## src/rtl/riscv_multicycle_core.sv

```systemverilog
// Multi-cycle RV32I/RV32E integer core: FETCH/DECODE/EXEC/WB with a sticky trap.
// Covers register-register, register-immediate and LUI; everything else halts.
module riscv_multicycle_core #(
    parameter int          NUM_REGS = 32,
    parameter logic [31:0] RESET_PC = 32'h0000_0000
) (
    input  logic        clk_i,
    input  logic        rst_i,
    output logic        imem_req_o,
    output logic [31:0] imem_addr_o,
    input  logic        imem_valid_i,
    input  logic [31:0] imem_data_i,
    output logic [31:0] pc_o,
    output logic        retire_o,
    output logic        illegal_o,
    input  logic [4:0]  dbg_addr_i,
    output logic [31:0] dbg_data_o
);

    localparam int AW = (NUM_REGS == 16) ? 4 : 5;
    localparam logic [5:0] W_NREGS = 6'(NUM_REGS);

    typedef enum logic [2:0] {
        S_FETCH,
        S_DECODE,
        S_EXEC,
        S_WB,
        S_TRAP
    } state_t;

    state_t r_state;
    state_t w_state_nxt;

    logic [31:0] r_pc;
    logic [31:0] r_ir;
    logic [31:0] r_a;
    logic [31:0] r_b;
    logic [31:0] r_y;
    logic [31:0] r_rf [NUM_REGS];

    logic [6:0]  w_opcode;
    logic [4:0]  w_rd;
    logic [2:0]  w_f3;
    logic [4:0]  w_rs1;
    logic [4:0]  w_rs2;
    logic [6:0]  w_f7;
    logic        w_is_r;
    logic        w_is_i;
    logic        w_is_lui;
    logic [31:0] w_imm_i;
    logic [31:0] w_imm_u;
    logic [31:0] w_rs1_val;
    logic [31:0] w_rs2_val;
    logic        w_legal;
    logic        w_use_rs1;
    logic        w_use_rs2;
    logic        w_sub;
    logic [31:0] w_sra;
    logic [31:0] w_alu;
    logic        w_req;
    logic        w_retire;
    logic        w_trap;

    assign w_opcode = r_ir[6:0];
    assign w_rd     = r_ir[11:7];
    assign w_f3     = r_ir[14:12];
    assign w_rs1    = r_ir[19:15];
    assign w_rs2    = r_ir[24:20];
    assign w_f7     = r_ir[31:25];
    assign w_is_r   = (w_opcode == 7'b0110011);
    assign w_is_i   = (w_opcode == 7'b0010011);
    assign w_is_lui = (w_opcode == 7'b0110111);
    assign w_imm_i  = {{20{r_ir[31]}}, r_ir[31:20]};
    assign w_imm_u  = {r_ir[31:12], 12'b0};

    // x0 and indices beyond the implemented file read as zero
    always_comb begin
        w_rs1_val = '0;
        if (w_rs1 != 5'd0 && {1'b0, w_rs1} < W_NREGS)
            w_rs1_val = r_rf[w_rs1[AW-1:0]];
    end

    always_comb begin
        w_rs2_val = '0;
        if (w_rs2 != 5'd0 && {1'b0, w_rs2} < W_NREGS)
            w_rs2_val = r_rf[w_rs2[AW-1:0]];
    end

    always_comb begin
        dbg_data_o = '0;
        if (dbg_addr_i != 5'd0 && {1'b0, dbg_addr_i} < W_NREGS)
            dbg_data_o = r_rf[dbg_addr_i[AW-1:0]];
    end

    always_comb begin
        w_legal   = 1'b0;
        w_use_rs1 = 1'b0;
        w_use_rs2 = 1'b0;
        unique case (1'b1)
            w_is_r: begin
                w_use_rs1 = 1'b1;
                w_use_rs2 = 1'b1;
                w_legal   = (w_f7 == 7'b0000000) ||
                            (w_f7 == 7'b0100000 &&
                             (w_f3 == 3'b000 || w_f3 == 3'b101));
            end
            w_is_i: begin
                w_use_rs1 = 1'b1;
                if (w_f3 == 3'b001)
                    w_legal = (w_f7 == 7'b0000000);
                else if (w_f3 == 3'b101)
                    w_legal = (w_f7 == 7'b0000000) ||
                              (w_f7 == 7'b0100000);
                else
                    w_legal = 1'b1;
            end
            w_is_lui: w_legal = 1'b1;
            default:  w_legal = 1'b0;
        endcase
        // RV32E: any used register field reaching x16..x31 is illegal
        if (NUM_REGS == 16 &&
            (w_rd[4] || (w_use_rs1 && w_rs1[4]) ||
             (w_use_rs2 && w_rs2[4])))
            w_legal = 1'b0;
    end

    assign w_sub = w_is_r & w_f7[5];
    assign w_sra = $signed(r_a) >>> r_b[4:0];

    always_comb begin
        w_alu = '0;
        if (w_is_lui)
            w_alu = r_b;
        else
            unique case (w_f3)
                3'b000: w_alu = w_sub ? r_a - r_b : r_a + r_b;
                3'b001: w_alu = r_a << r_b[4:0];
                3'b010: w_alu = {31'b0, $signed(r_a) < $signed(r_b)};
                3'b011: w_alu = {31'b0, r_a < r_b};
                3'b100: w_alu = r_a ^ r_b;
                3'b101: w_alu = w_f7[5] ? w_sra : r_a >> r_b[4:0];
                3'b110: w_alu = r_a | r_b;
                3'b111: w_alu = r_a & r_b;
            endcase
    end

    always_comb begin
        w_state_nxt = r_state;
        w_req       = 1'b0;
        w_retire    = 1'b0;
        w_trap      = 1'b0;
        case (r_state)
            S_FETCH: begin
                w_req = 1'b1;
                if (imem_valid_i)
                    w_state_nxt = S_DECODE;
            end
            S_DECODE: w_state_nxt = w_legal ? S_EXEC : S_TRAP;
            S_EXEC:   w_state_nxt = S_WB;
            S_WB: begin
                w_retire    = 1'b1;
                w_state_nxt = S_FETCH;
            end
            S_TRAP:   w_trap = 1'b1;
            default:  w_state_nxt = S_FETCH;
        endcase
    end

    always_ff @(posedge clk_i) begin
        if (rst_i)
            r_state <= S_FETCH;
        else
            r_state <= w_state_nxt;
    end

    always_ff @(posedge clk_i) begin
        if (rst_i) begin
            r_pc <= RESET_PC;
            r_ir <= '0;
            r_a  <= '0;
            r_b  <= '0;
            r_y  <= '0;
            for (int i = 0; i < NUM_REGS; i++)
                r_rf[i] <= '0;
        end else begin
            case (r_state)
                S_FETCH:
                    if (imem_valid_i)
                        r_ir <= imem_data_i;
                S_DECODE: begin
                    r_a <= w_rs1_val;
                    if (w_is_lui)
                        r_b <= w_imm_u;
                    else if (w_is_i)
                        r_b <= w_imm_i;
                    else
                        r_b <= w_rs2_val;
                end
                S_EXEC: r_y <= w_alu;
                S_WB: begin
                    if (w_rd != 5'd0)
                        r_rf[w_rd[AW-1:0]] <= r_y;
                    r_pc <= r_pc + 32'd4;
                end
                default: ;
            endcase
        end
    end

    // handshake outputs are forced low while reset is asserted
    assign imem_req_o  = w_req & ~rst_i;
    assign retire_o    = w_retire & ~rst_i;
    assign illegal_o   = w_trap & ~rst_i;
    assign imem_addr_o = r_pc;
    assign pc_o        = r_pc;

endmodule

```

## config.mk

```make
export PLATFORM = sky130hd
export DESIGN_NAME = riscv_multicycle_core
export DESIGN_NICKNAME = d
export VERILOG_FILES = /design/src/rtl/riscv_multicycle_core.sv
export SDC_FILE = /design/constraint.sdc
export NUM_CORES = 2
export LEC_CHECK = 0
export ABC_CLOCK_PERIOD_IN_PS = 5800
export BUFFER_PORTS_ARGS = -buffer_cell sky130_fd_sc_hd__clkbuf_2
export CORE_MARGIN = 2
export CORE_UTILIZATION = 41
export DETAILED_ROUTE_END_ITERATION = 16
export PLACE_DENSITY = 0.67
export SLEW_MARGIN = 10
export SYNTH_ARGS = -nofsm -noshare
export SYNTH_HDL_FRONTEND = slang
export SYNTH_SLANG_ARGS = --single-unit
export TNS_END_PERCENT = 100
```

## constraint.sdc

```tcl
create_clock -name clk_i -period 5.8 [get_ports clk_i]
set_input_delay 1.16 -clock clk_i [delete_from_list [all_inputs] [get_ports clk_i]]
set_output_delay 1.16 -clock clk_i [all_outputs]
set_load 0.01 [all_outputs]
```

## Word level (Yosys, flattened, before mapping)

Memory sizes are Yosys's and may differ from the RTL's. A register that Yosys moved wholly into a read port is not among the register bits.
Index checks and enable logic that the tools add are counted.

| storage, ports and cells | value |
|---|---|
| register bits | 163 |
| memory bits (writable) | 1,024 |
| bits of input ports | 40 |
| output and inout port bits | 99 |
| memories | 1 |

| cells by class | value |
|---|---|
| add/subtract/negate cells | 3 |
| magnitude comparators | 2 |
| equality and inequality tests | 16 |
| shift operators | 3 |
| mux-type cells | 31 |
| bitwise gates (word level) | 9 |
| reduce and logical (&&, ||, !) cells | 14 |

Memory list:

| memory | depth | bits a word | rd ports | clocked after Yosys merged registers in | write ports | RTL line | RTL |
|---|---|---|---|---|---|---|---|
| r_rf | 32 | 32 | 3 | 2 | 32 | 39 | `logic [31:0] r_rf [NUM_REGS];` |

Operators with widths:

| kind | count |
|---|---|
| 32-bit two-way mux | 9 |
| 32-bit case mux with 8 select lines | 1 |
| 32-bit < comparator | 2 |
| 32-bit by 3-bit adder with 32-bit output, second input constant | 1 |
| 32-bit adder | 1 |
| 32-bit bitwise AND | 1 |
| 32-bit bitwise OR | 1 |
| 32-bit OR reduction | 1 |
| 32-bit by 5-bit left shift with 32-bit output | 1 |
| 32-bit by 5-bit right shift with 32-bit output | 1 |
| 32-bit by 5-bit >>> shifter with 32-bit output | 1 |
| 32-bit subtractor | 1 |
| 32-bit bitwise XOR | 1 |
| 5-bit two-way mux | 5 |
| 7-bit by 6-bit == test with 1-bit output, second input constant | 3 |
| 5-bit nonzero test | 4 |
| 3-bit == test, second input constant | 5 |
| 3-bit by 2-bit == test with 1-bit output, second input constant | 4 |
| 1-bit two-way mux | 12 |
| 3-bit case mux with 4 select lines | 1 |
| 7-bit by 5-bit == test with 1-bit output, second input constant | 1 |
| 7-bit logical NOT | 1 |
| 3-bit by 1-bit == test with 1-bit output, second input constant | 2 |
| 3-bit logical NOT | 2 |
| other kinds (8) | 16 |

## Depth between registers and ports, before layout

| depth | value |
|---|---|
| word-level depth | 7 |
| gate-level depth with buffers | 16 |
| mapped depth without buffers | 13 |

## Least setup slack after synthesis

No wires, ideal clock.

| timing path | value |
|---|---|
| kind | input to output |
| start | in dbg_addr_i[0] |
| end | out dbg_data_o[10] |
| arrival time | 3,561 ps |
| required time | 4,640 ps |
| path slack | 1,079 ps |
| stages on the path | 7 |
| path buffers | 3 |
| cells stage by stage | clkbuf_1 buf_1 buf_1 mux4_2 mux4_2 mux2i_1 nor2_1 |

| between the ends | value |
|---|---|
| word-level cells in the longest chain between the ends | 2 |
| elaborated cells on any way between the ends | 3 |
| those cells by class | 1 x mux; 1 x reduce/logical; 1 x memory |

Ends and longest elaborated chain:

| what | RTL line | RTL |
|---|---|---|
| start: declaration | 16 | `input logic [4:0] dbg_addr_i,` |
| memory read 32 x 32 bit or 5-bit nonzero test (tied branches) | -- |  |
| 32-bit two-way mux (*) | 91 | `if (dbg_addr_i != 5'd0 && {1'b0, dbg_addr_i} < W_NREGS)` |
| end: declaration | 17 | `output logic [31:0] dbg_data_o` |

Every way passes the cells marked *; elsewhere a longest branch is shown, timed or not.

## Worst setup path in the final report

| timing path | value |
|---|---|
| start | in dbg_addr_i[0] |
| end | out dbg_data_o[31] |

Same word-level chain as after synthesis.

==> flow_summary.json <==
{
  "std_cell_rows": 159,
  "dr.pass1.iters": 6,
  "layout_commonest_cell": "edfxtp_1",
  "die_w_um": 438,
  "io_pins": 139,
  "regArea_mm2": 0.0342,
  "grt_overflow": 0,
  "hold_slack_ns": 0.456,
  "dieArea_mm2": 0.192,
  "rsz0062_at_grt": "no",
  "ant_nets": 0,
  "grt.met2_usage_pct": 45.0,
  "worstPathRequired_ns": 4.64,
  "cts_made_buffers": 135,
  "fillers": 16300,
  "stdcell_area_mm2": 0.0856,
  "path_class": "input pin to output port",
  "cts_resized": 0,
  "period_share_pct": 91.9,
  "grt.busiest_layer": "met2",
  "remaining_drc_errors": 0,
  "synth-edff-count": 1024,
  "cp-start-kind": "input pin",
  "max_slew.worst_pin.slew_ns": 1.37,
  "root_buffer": "clkbuf_16",
  "antenna_found_initial": 22,
  "pre_cts_slack_ns": 0.501,
  "crit_arrival_ns": 4.17,
  "port_buffers": 134,
  "synthArstFlopShare_pct": 0,
  "synth_cells": 5762,
  "wl_per_cell_um": 35.8,
  "dp_hpwl_um": 185000,
  "period_needed_ns": 5.33,
  "cts_tree": "built",
  "multi_input_area_mm2": 0.0407,
  "ys_types": 78,
  "clockBufferDepth": 3,
  "setup_ws_ns": 0.471,
  "grt_pass1_vias": 54400,
  "synth_flop_cell": "edfxtp_1",
  "max_slew_margin_pct": 8.47,
  "crit_fanout": 53,
  "post-cts-setup-buffers": 0,
  "grt_max_degree": 93,
  "coreArea_mm2": 0.187,
  "clock.fmax_mhz": 188,
  "skew_ns": 0.0357,
  "hold_viol": 0,
  "ys_ff_latch": 1195,
  "vias_per_cell": 6.84,
  "drv_slew": 0,
  "grt_use_met1_pct": 38.9,
  "ys_warn_count": 0,
  "vias": 56400,
  "grt_pass1_wl_um": 414000,
  "crit_path_end_kind": "output port",
  "hp-class": "flop to flop",
  "start_util_pct": 41.1,
  "hold_buffers": 0,
  "globalplace.congestion": 0.997,
  "path_clk_slew_ns": 0.06,
  "first_iter_violations": 9942,
  "grtUsageMet3_pct": 11.1,
  "syn2layout_area_growth_pct": 11.0,
  "r2r_slack_ns": 1.30,
  "drive_gt1_share_pct": 29.2,
  "seq_area_frac_synth_pct": 44.3,
  "ir_drop_mv": 0.345,
  "clkLatencyLatePin_ns": 0.82,
  "max-cap-violations": 0,
  "avgSynthCellArea_um2": 13.4,
  "p_leak_nw": 28.8,
  "fin_nets": 5775,
  "utilization_pct": 45.7,
  "status": "finished, final reports clean",
  "cts_max_level": 4,
  "setup_viol": 0,
  "syn_area_mm2": 0.0771,
  "final_cell_mix": "edfxtp_1, mux4_2, and2_1",
  "powerDensity_mw_per_mm2": 260,
  "grt_use_total_pct": 30.5,
  "tns_ns": 0,
  "drt-total-wl_um": 296000,
  "die_h_um": 438,
  "cts_sinks": 1195,
  "placedInstanceArea_mm2": 0.0812
}
[critical path: stages]
cell and delay, ns:
buf_8 0.54, buf_4 0.42, mux4_2 0.53, mux4_2 0.50, mux2i_1 0.45, buf_4 0.25, nor2_1 0.05, clkbuf_2 0.17
[report_power, final]
group	switching, mW	internal [mW]	total [mW]
Clock	3.80	4.81	8.61
Combinational	2.07	1.56	3.63
Sequential	0.400	9.61	10.0
[cell usage after synthesis, types with 20 or more instances]
master / number / share of area, %
edfxtp_1: 1024 / 40
mux4_2: 1003 / 29
and2_1: 999 / 8.1
clkbuf_1: 480 / 2.3
nor2_1: 337 / 1.6
nand2_1: 270 / 1.3
a21oi_1: 251 / 1.6
o21ai_0: 187 / 1.2
dfxtp_1: 171 / 4.4
mux2i_1: 134 / 1.7
inv_1: 110 / 0.54
buf_1: 108 / 0.53
ha_1: 98 / 1.6
nand3_1: 50 / 0.32
nor3_1: 47 / 0.31
a211oi_1: 39 / 0.38
buf_4: 36 / 0.35
xnor2_1: 34 / 0.39
o221ai_1: 32 / 0.36
o211ai_1: 25 / 0.24
mux2_2: 24 / 0.35
o31ai_1: 22 / 0.21
xor2_1: 20 / 0.23
[state kept, by name, summed over array words and instances, names as in the netlist, named ones only]
| signal | cells |
|---|---|
| imem_addr_o | 30 |
| r_a | 32 |
| r_rf | 1024 |
| r_y | 32 |
| r_ir | 32 |
| r_b | 32 |
| r_state | 3 |
[kinds of logic (layout without fill, tap and decap cells)]
logic type | Yosys count | count (layout) | synth area share (%)
AO/OA/AOI/OAI | 710 | 710 | 5.74
XOR/XNOR | 54 | 54 | 0.613
adder cells (fa/ha/maj) | 100 | 100 | 1.64
buffers and inverters | 754 | 697 | 3.88
flip-flops | 1195 | 1195 | 44.3
multiplexers | 1161 | 1161 | 31.4
other | 1 | 46 | 0.00486
AND/OR/NAND/NOR | 1787 | 1787 | 12.4
[metrics by stage]
step / cells / power, mW
floorplan: 5797 / 12.3
global placement: 7993 / 13.7
detailed placement: 7993 / 13.7
CTS: 8235 / 22.2
global route: 8236 / 22.7
finish: 8245 / 22.3
[layout make-up]
cell class,instances,share of cell area [%]
Clock buffer,164,4.19
Sequential cell,1195,40.0
Clock inverter,78,0.895
Multi-Input combinational cell,3848,47.6
Antenna cell,10,0.0292
Timing Repair Buffer,343,3.16
Inverter,112,0.493
Tap cell,2495,3.65
[path summary, 6_finish.rpt]
kind         depth (start not counted)           from        endpoint
min                                  2        r_ir[4]         r_ir[4]
min reg2reg                          2        r_ir[4]         r_ir[4]
max reg2reg                         12         r_b[1]         r_y[30]
max                                  8  dbg_addr_i[0]  dbg_data_o[31]
[layer usage]
metal	wire, um	vias to the layer above	part of all wire (%)
li1	-	22000	-
met1	103000	28600	35
met2	129000	4874	44
met3	44200	955	15
met4	19400	4	6.6
met5	21	-	0.0071
(Power assumes the default switching activity.)
